[src/rtl/rv32v_types_pkg.sv]
// Shared types for the RV32V memory sequencer: FSM states, element widths, LSC access types
// and the width helpers used by the sequencer and its address generator.
package rv32v_types_pkg;

    typedef enum logic [1:0] {
        StIdle  = 2'd0,
        StVrun  = 2'd1,
        StVdone = 2'd2
    } seq_state_t;

    typedef enum logic [1:0] {
        Sew8  = 2'd0,
        Sew16 = 2'd1,
        Sew32 = 2'd2
    } sew_t;

    typedef enum logic [2:0] {
        LoadLb  = 3'd0,
        LoadLh  = 3'd1,
        LoadLw  = 3'd2,
        LoadLbu = 3'd3,
        LoadLhu = 3'd4
    } load_t;

    // Vector elements are always fetched zero-extended.
    function automatic load_t sew_to_load_t(sew_t sew);
        case (sew)
            Sew8:    return LoadLbu;
            Sew16:   return LoadLhu;
            default: return LoadLw;
        endcase
    endfunction

    function automatic logic [2:0] sew_bytes(sew_t sew);
        case (sew)
            Sew8:    return 3'd1;
            Sew16:   return 3'd2;
            default: return 3'd4;
        endcase
    endfunction

endpackage

[src/rtl/rv32v_mem_seq_agu.sv]
// Element address generator: holds the running element address and index, applies the
// stride per completed element, and flags the last element and misaligned addresses.
module rv32v_mem_seq_agu
    import rv32v_types_pkg::*;
#(
    parameter int unsigned MAX_VL = 32,
    localparam int unsigned CNT_W = $clog2(MAX_VL + 1),
    localparam int unsigned IDX_W = $clog2(MAX_VL)
) (
    input  logic             clk,
    input  logic             rst,
    input  logic             load,
    input  logic             advance,
    input  logic [31:0]      base,
    input  logic [31:0]      stride,
    input  logic [CNT_W-1:0] vl,
    input  sew_t             sew,
    output logic [31:0]      cur_addr,
    output logic [IDX_W-1:0] idx,
    output sew_t             cur_sew,
    output logic             last,
    output logic             misaligned
);

    logic [31:0]      cur_addr_q;
    logic [31:0]      stride_q;
    logic [IDX_W-1:0] idx_q;
    logic [CNT_W-1:0] vl_q;
    sew_t             sew_q;

    always_ff @(posedge clk) begin
        if (rst) begin
            cur_addr_q <= '0;
            stride_q   <= '0;
            idx_q      <= '0;
            vl_q       <= '0;
            sew_q      <= Sew8;
        end else if (load) begin
            cur_addr_q <= base;
            stride_q   <= stride;
            idx_q      <= '0;
            vl_q       <= vl;
            sew_q      <= sew;
        end else if (advance) begin
            // Wraps modulo 2^32 for negative strides and address overflow alike.
            cur_addr_q <= cur_addr_q + stride_q;
            idx_q      <= idx_q + IDX_W'(1);
        end
    end

    assign cur_addr   = cur_addr_q;
    assign idx        = idx_q;
    assign cur_sew    = sew_q;
    assign last       = (CNT_W'(idx_q) == (vl_q - CNT_W'(1)));
    assign misaligned = (cur_addr_q & (32'(sew_bytes(sew_q)) - 32'd1)) != 32'd0;

endmodule

[src/rtl/rv32v_mem_seq.sv]
// Vector memory sequencer sharing the scalar LSC port between the scalar pipeline and the
// vector unit. Optional per-element masking is enabled with RV32V_MEM_SEQ_MASK_EN.
module rv32v_mem_seq
    import rv32v_types_pkg::*;
#(
    parameter int unsigned MAX_VL = 32,
    localparam int unsigned CNT_W = $clog2(MAX_VL + 1),
    localparam int unsigned IDX_W = $clog2(MAX_VL)
) (
    input  logic             CLK,
    input  logic             RST,
    input  logic             s_wen,
    input  logic             s_ren,
    input  logic [31:0]      s_addr,
    input  logic [31:0]      s_store_data,
    input  load_t            s_load_type,
    input  logic             s_ifence,
    output logic [31:0]      s_dload_ext,
    output logic             s_stall,
    input  logic             v_req,
    output logic             v_ready,
    input  logic             v_store,
    input  logic [31:0]      v_base,
    input  logic [31:0]      v_stride,
    input  logic [CNT_W-1:0] v_vl,
    input  sew_t             v_sew,
`ifdef RV32V_MEM_SEQ_MASK_EN
    input  logic [MAX_VL-1:0] v_mask,
`endif
    output logic [IDX_W-1:0] v_elem_idx,
    input  logic [31:0]      v_store_data,
    output logic             v_load_valid,
    output logic [31:0]      v_load_data,
    output logic             v_done,
    output logic             v_fault,
    output logic             lsc_wen,
    output logic             lsc_ren,
    output logic [31:0]      lsc_addr,
    output logic [31:0]      lsc_store_data,
    output load_t            lsc_load_type,
    output logic             lsc_ifence,
    input  logic [31:0]      lsc_dload_ext,
    input  logic             lsc_busy,
    input  logic             lsc_fence_stall
);

    seq_state_t state_q, state_d;
    logic       store_q;
    logic       accept, advance;
    logic       elem_active;
    logic       last, misaligned;
    logic [31:0] cur_addr;
    sew_t        cur_sew;

    rv32v_mem_seq_agu #(
        .MAX_VL(MAX_VL)
    ) u_agu (
        .clk       (CLK),
        .rst       (RST),
        .load      (accept),
        .advance   (advance),
        .base      (v_base),
        .stride    (v_stride),
        .vl        (v_vl),
        .sew       (v_sew),
        .cur_addr  (cur_addr),
        .idx       (v_elem_idx),
        .cur_sew   (cur_sew),
        .last      (last),
        .misaligned(misaligned)
    );

`ifdef RV32V_MEM_SEQ_MASK_EN
    logic [MAX_VL-1:0] mask_q;

    always_ff @(posedge CLK) begin
        if (RST) begin
            mask_q <= '0;
        end else if (accept) begin
            mask_q <= v_mask;
        end
    end

    assign elem_active = mask_q[v_elem_idx];
`else
    assign elem_active = 1'b1;
`endif

    always_ff @(posedge CLK) begin
        if (RST) begin
            state_q <= StIdle;
            store_q <= 1'b0;
        end else begin
            state_q <= state_d;
            if (accept) begin
                store_q <= v_store;
            end
        end
    end

    assign s_dload_ext = lsc_dload_ext;
    assign v_load_data = lsc_dload_ext;

    always_comb begin
        state_d        = state_q;
        accept         = 1'b0;
        advance        = 1'b0;
        v_ready        = 1'b0;
        v_load_valid   = 1'b0;
        v_done         = 1'b0;
        v_fault        = 1'b0;
        s_stall        = lsc_busy | lsc_fence_stall;
        lsc_wen        = s_wen;
        lsc_ren        = s_ren;
        lsc_ifence     = s_ifence;
        lsc_addr       = s_addr;
        lsc_store_data = s_store_data;
        lsc_load_type  = s_load_type;

        case (state_q)
            StIdle: begin
                // Scalar traffic has priority over a new vector op.
                v_ready = !(s_wen | s_ren | s_ifence);
                if (v_req && v_ready) begin
                    accept  = 1'b1;
                    state_d = (v_vl == '0) ? StVdone : StVrun;
                end
            end
            StVrun: begin
                s_stall        = 1'b1;
                lsc_wen        = 1'b0;
                lsc_ren        = 1'b0;
                lsc_ifence     = 1'b0;
                lsc_addr       = cur_addr;
                lsc_store_data = v_store_data;
                lsc_load_type  = sew_to_load_t(cur_sew);
                if (!elem_active) begin
                    advance = 1'b1;
                    state_d = last ? StVdone : StVrun;
                end else if (misaligned) begin
                    v_fault = 1'b1;
                    state_d = StIdle;
                end else begin
                    lsc_wen = store_q;
                    lsc_ren = !store_q;
                    if (!lsc_busy) begin
                        v_load_valid = !store_q;
                        advance      = 1'b1;
                        state_d      = last ? StVdone : StVrun;
                    end
                end
            end
            StVdone: begin
                s_stall    = 1'b1;
                lsc_wen    = 1'b0;
                lsc_ren    = 1'b0;
                lsc_ifence = 1'b0;
                v_done     = 1'b1;
                state_d    = StIdle;
            end
            default: state_d = StIdle;
        endcase
    end

endmodule

[config.mk]
export PLATFORM = sky130hd
export DESIGN_NAME = rv32v_mem_seq
export DESIGN_NICKNAME = d
export VERILOG_FILES = /design/src/rtl/rv32v_types_pkg.sv /design/src/rtl/rv32v_mem_seq_agu.sv /design/src/rtl/rv32v_mem_seq.sv
export SDC_FILE = /design/constraint.sdc
export NUM_CORES = 1
export LEC_CHECK = 0
export CORE_AREA = 2 2 138 140
export DETAILED_ROUTE_END_ITERATION = 6
export DIE_AREA = 0 0 140 142
export PLACE_DENSITY_LB_ADDON = 0.2
export REMOVE_ABC_BUFFERS = 1
export SYNTH_ARGS = -nofsm -noshare
export SYNTH_HDL_FRONTEND = slang
export SYNTH_HIERARCHICAL = 1
export SYNTH_SLANG_ARGS = --single-unit
[constraint.sdc]
create_clock -name CLK -period 7.9 [get_ports CLK]
set_input_delay 1.58 -clock CLK [delete_from_list [all_inputs] [get_ports CLK]]
set_output_delay 1.58 -clock CLK [all_outputs]
set_load 0.005 [all_outputs]
==> metrics.txt <==
worst slew pin tran 0.993 ns; Hold WC Path Type register to register; leading area contributor after synthesis dfxtp_1; Clk network pwr share 25.2%; WP data arrival 3.11 ns; met3 routed WL 2400 um; Worst-path clk slew 0.06 ns; Seq pwr share 27.3%; Comb power frac 47.5%; Crit path top cell by count clkdlybuf4s50_1; post-CTS sizing 0; Seq/Total Area, Yosys 24.7%; setup_tns 0 ns; post-route ant nets 0; average cell area after synthesis 8.52 um2; Yosys cell types 73; Async SR Flop Fraction 0%; # diodes 0; Power per Cell Area 187 nW/um2; CTS sink count 80; grt ovf 0; dpl hpwl 17700 um; period utilisation layout 59.3%; clk buf depth 2; Setup CP Type primary input to output pin; clock skew 0.00712 ns; failing checks DRC; max-slew violations 0; status finished, violations left; initial DRC count 265; FMAX 0.213 GHz; DR top layer met5; Core Util, Final 49.1%; switching share of power 31.4%; worst skew pair latency 0.35 ns; Die X 140 um; Post-Place Cells 1153; vias per cell 5.36; num rows 50; Top delay family on crit path buffers and inverters; VDD IR max 0.000132 V; Slowest-stage cell, CP clkdlybuf4s50_1; yosys warns 6; Leak 0.00347 uW; area delta synth->final 39.5%; GP Congestion 0.916; CP Capture Type output pin; die area 19900 um2; # setup viols final 0; Die H 142 um; post-route design area 9060 um2; synthesized instance count 762; fin crit period 4.69 ns; drt pass-1 iters 7; DRC 18; vias in the first global route 5961; WL met2 10000 um; sequence of cells on the critical path clkdlybuf4s50_1 > nor3_1 > and2_1 > clkdlybuf4s50_1; CORE AREA 18500 um2; share of layout cells above drive strength 1 12.0%; Power Internal 1160 uW; io pins 356; first-pass GRT wire length 33700 um; relative max-transition margin 33.8%; Worst path max stage delay 0.50 ns; Fin. Hold Viols 0; max-cap violations 0; initial core utilization 35.2%; via count 6266; Wirelength per Cell 19.5 um; mapped cell area 6490 um2; top-area cell type share of the netlist area 24.7%; CP required 6.32 ns; postcts setup bufs 0; Post-Route WL 22800 um; Startpoint Class primary input; # fillers 1823; crit-path max FO 4; number of synthesized register bits 80; Clock Root Buffer clkbuf_16; Num CTS Buffers 9; gr usage total 21.8%; largest cells by area after synthesis dfxtp_1 25%, mux2_2 12%, buf_4 7.4%; Finished Layout Cells 1169; P_sw 533 uW; IO buf count 259; initial antenna violation count 0; crit path buf inv count 2; CTS tree yes; fin nets 1181; Post-synth EDFFs 0; DRT met1 WL 10000 um; # hold bufs at CTS 0; Top FF cell, synth dfxtp_1; placed cell areas 8760 um2; RSZ-0062 raised after global routing false; H-tree levels 3; largest net degree at the start of global routing 73
==> through the flow <==
step                setup slack [ns]  hold slack, ns  total power [uW]
floorplan                       2.43           0.465               873
global placement                3.19           0.483              1280
detailed placement              3.07           0.488              1280
CTS                             3.20           0.508              1720
global route                    3.15           0.526              1800
finish                          3.21           0.500              1700
==> routing by layer <==
metal	vias up	global-route usage, %
met3	22	10.5
met5	-	6.27
met1	2928	27.9
met4	4	3.35
met2	271	33.3
li1	3041	-
==> layout by cell type, fill, tap and decap left out, types with 7 or more instances in the layout <==
cell	synthesis	final
o21a_1	7	7
mux2_2	67	67
mux2i_1	44	44
nand4_1	10	10
a21o_1	12	12
xnor2_1	19	19
a22oi_1	9	9
clkdlybuf4s50_1	0	258
nor2_1	76	75
nor3_1	14	14
a21oi_1	49	49
o22ai_1	10	10
a211o_1	7	7
o21ai_0	28	28
nand2_1	40	40
dfxtp_1	80	80
and3_1	11	10
inv_1	18	18
ha_1	38	37
clkbuf_16	0	9
a211oi_1	9	9
xor2_1	15	15
==> synthesized netlist by cell type (3+ instances only) <==
master	count
a211oi_2	3
clkbuf_1	27
and2_1	3
ha_1	38
mux2_2	67
o22ai_1	10
dfxtp_1	80
xnor2_1	19
nand2_1	40
or3_1	4
o21a_1	7
inv_1	18
a211o_1	7
o21bai_1	4
nand2b_1	6
o211ai_1	3
a21o_1	12
a22oi_1	9
a221oi_1	3
buf_1	3
nand3_1	6
buf_2	10
o21ai_0	28
nor3_1	14
a21oi_1	49
and3_1	11
o21ai_1	3
xor2_1	15
nand4_1	10
a211oi_1	9
nor2b_1	3
mux2i_1	44
nor2_1	76
a31oi_1	5
buf_4	64
==> cell type report <==
class / instances / area, um2 / area share [%]
multi-input cells: 556 / 4170 / 46.0
repair buffers: 263 / 2620 / 28.9
inverters: 20 / 75.1 / 0.828
flip-flops and latches: 80 / 1600 / 17.7
clock inverters: 7 / 78.8 / 0.870
well taps: 234 / 293 / 3.23
clock buffers: 9 / 225 / 2.48
==> sequential cells by signal (all words and copies together), names as in the netlist <==
name / flops
u_agu/idx: 5
u_agu/stride_q: 32
u_agu/cur_addr: 32
u_agu/vl_q: 6
u_agu/cur_sew: 2
store_q: 1
state_q: 2
==> cells by family after synthesis <==
group,share of synthesized area (%)
fa+ha+maj,7.63
buf+inv,11.4
xor+xnor,4.58
mux,18.4
flops,24.7
simple gates,14.1
compound gates,19.2
==> final timing paths <==
path	start	to	slack [ns]	cells after the start
worst min-delay path	u_agu/stride_q[13]	u_agu/stride_q[13]	0.50	2
worst max register to register	u_agu/cur_sew[1]	u_agu/cur_addr[28]	3.62	12
worst max-delay path	s_ren	v_ready	3.21	4
worst min register to register	u_agu/stride_q[13]	u_agu/stride_q[13]	0.50	2
==> worst register-to-register path: stages, from the launching register on <==
cell and delay (ns):
dfxtp_1 0.33, or2_2 0.33, ha_1 0.21, xor2_1 0.16
a221o_1 0.33, nand2b_1 0.25, nor2_2 0.16, buf_4 0.33
clkinv_1 0.59, nor2_1 0.56, nand2_1 0.43, a2111oi_2 0.39
a311o_1 0.15
==> power by group through the flow <==
| stage | sequential (uW) | clock [uW] | combinational (uW) |
|---|---|---|---|
| final | 463 | 427 | 805 |
| after global routing | 468 | 456 | 872 |
| after CTS | 464 | 441 | 816 |
| after detailed placement | 473 | 0 | 812 |
| after global placement | 473 | 0 | 808 |
| after floorplan | 461 | 0 | 413 |
Power figures use the tool's default switching activity.
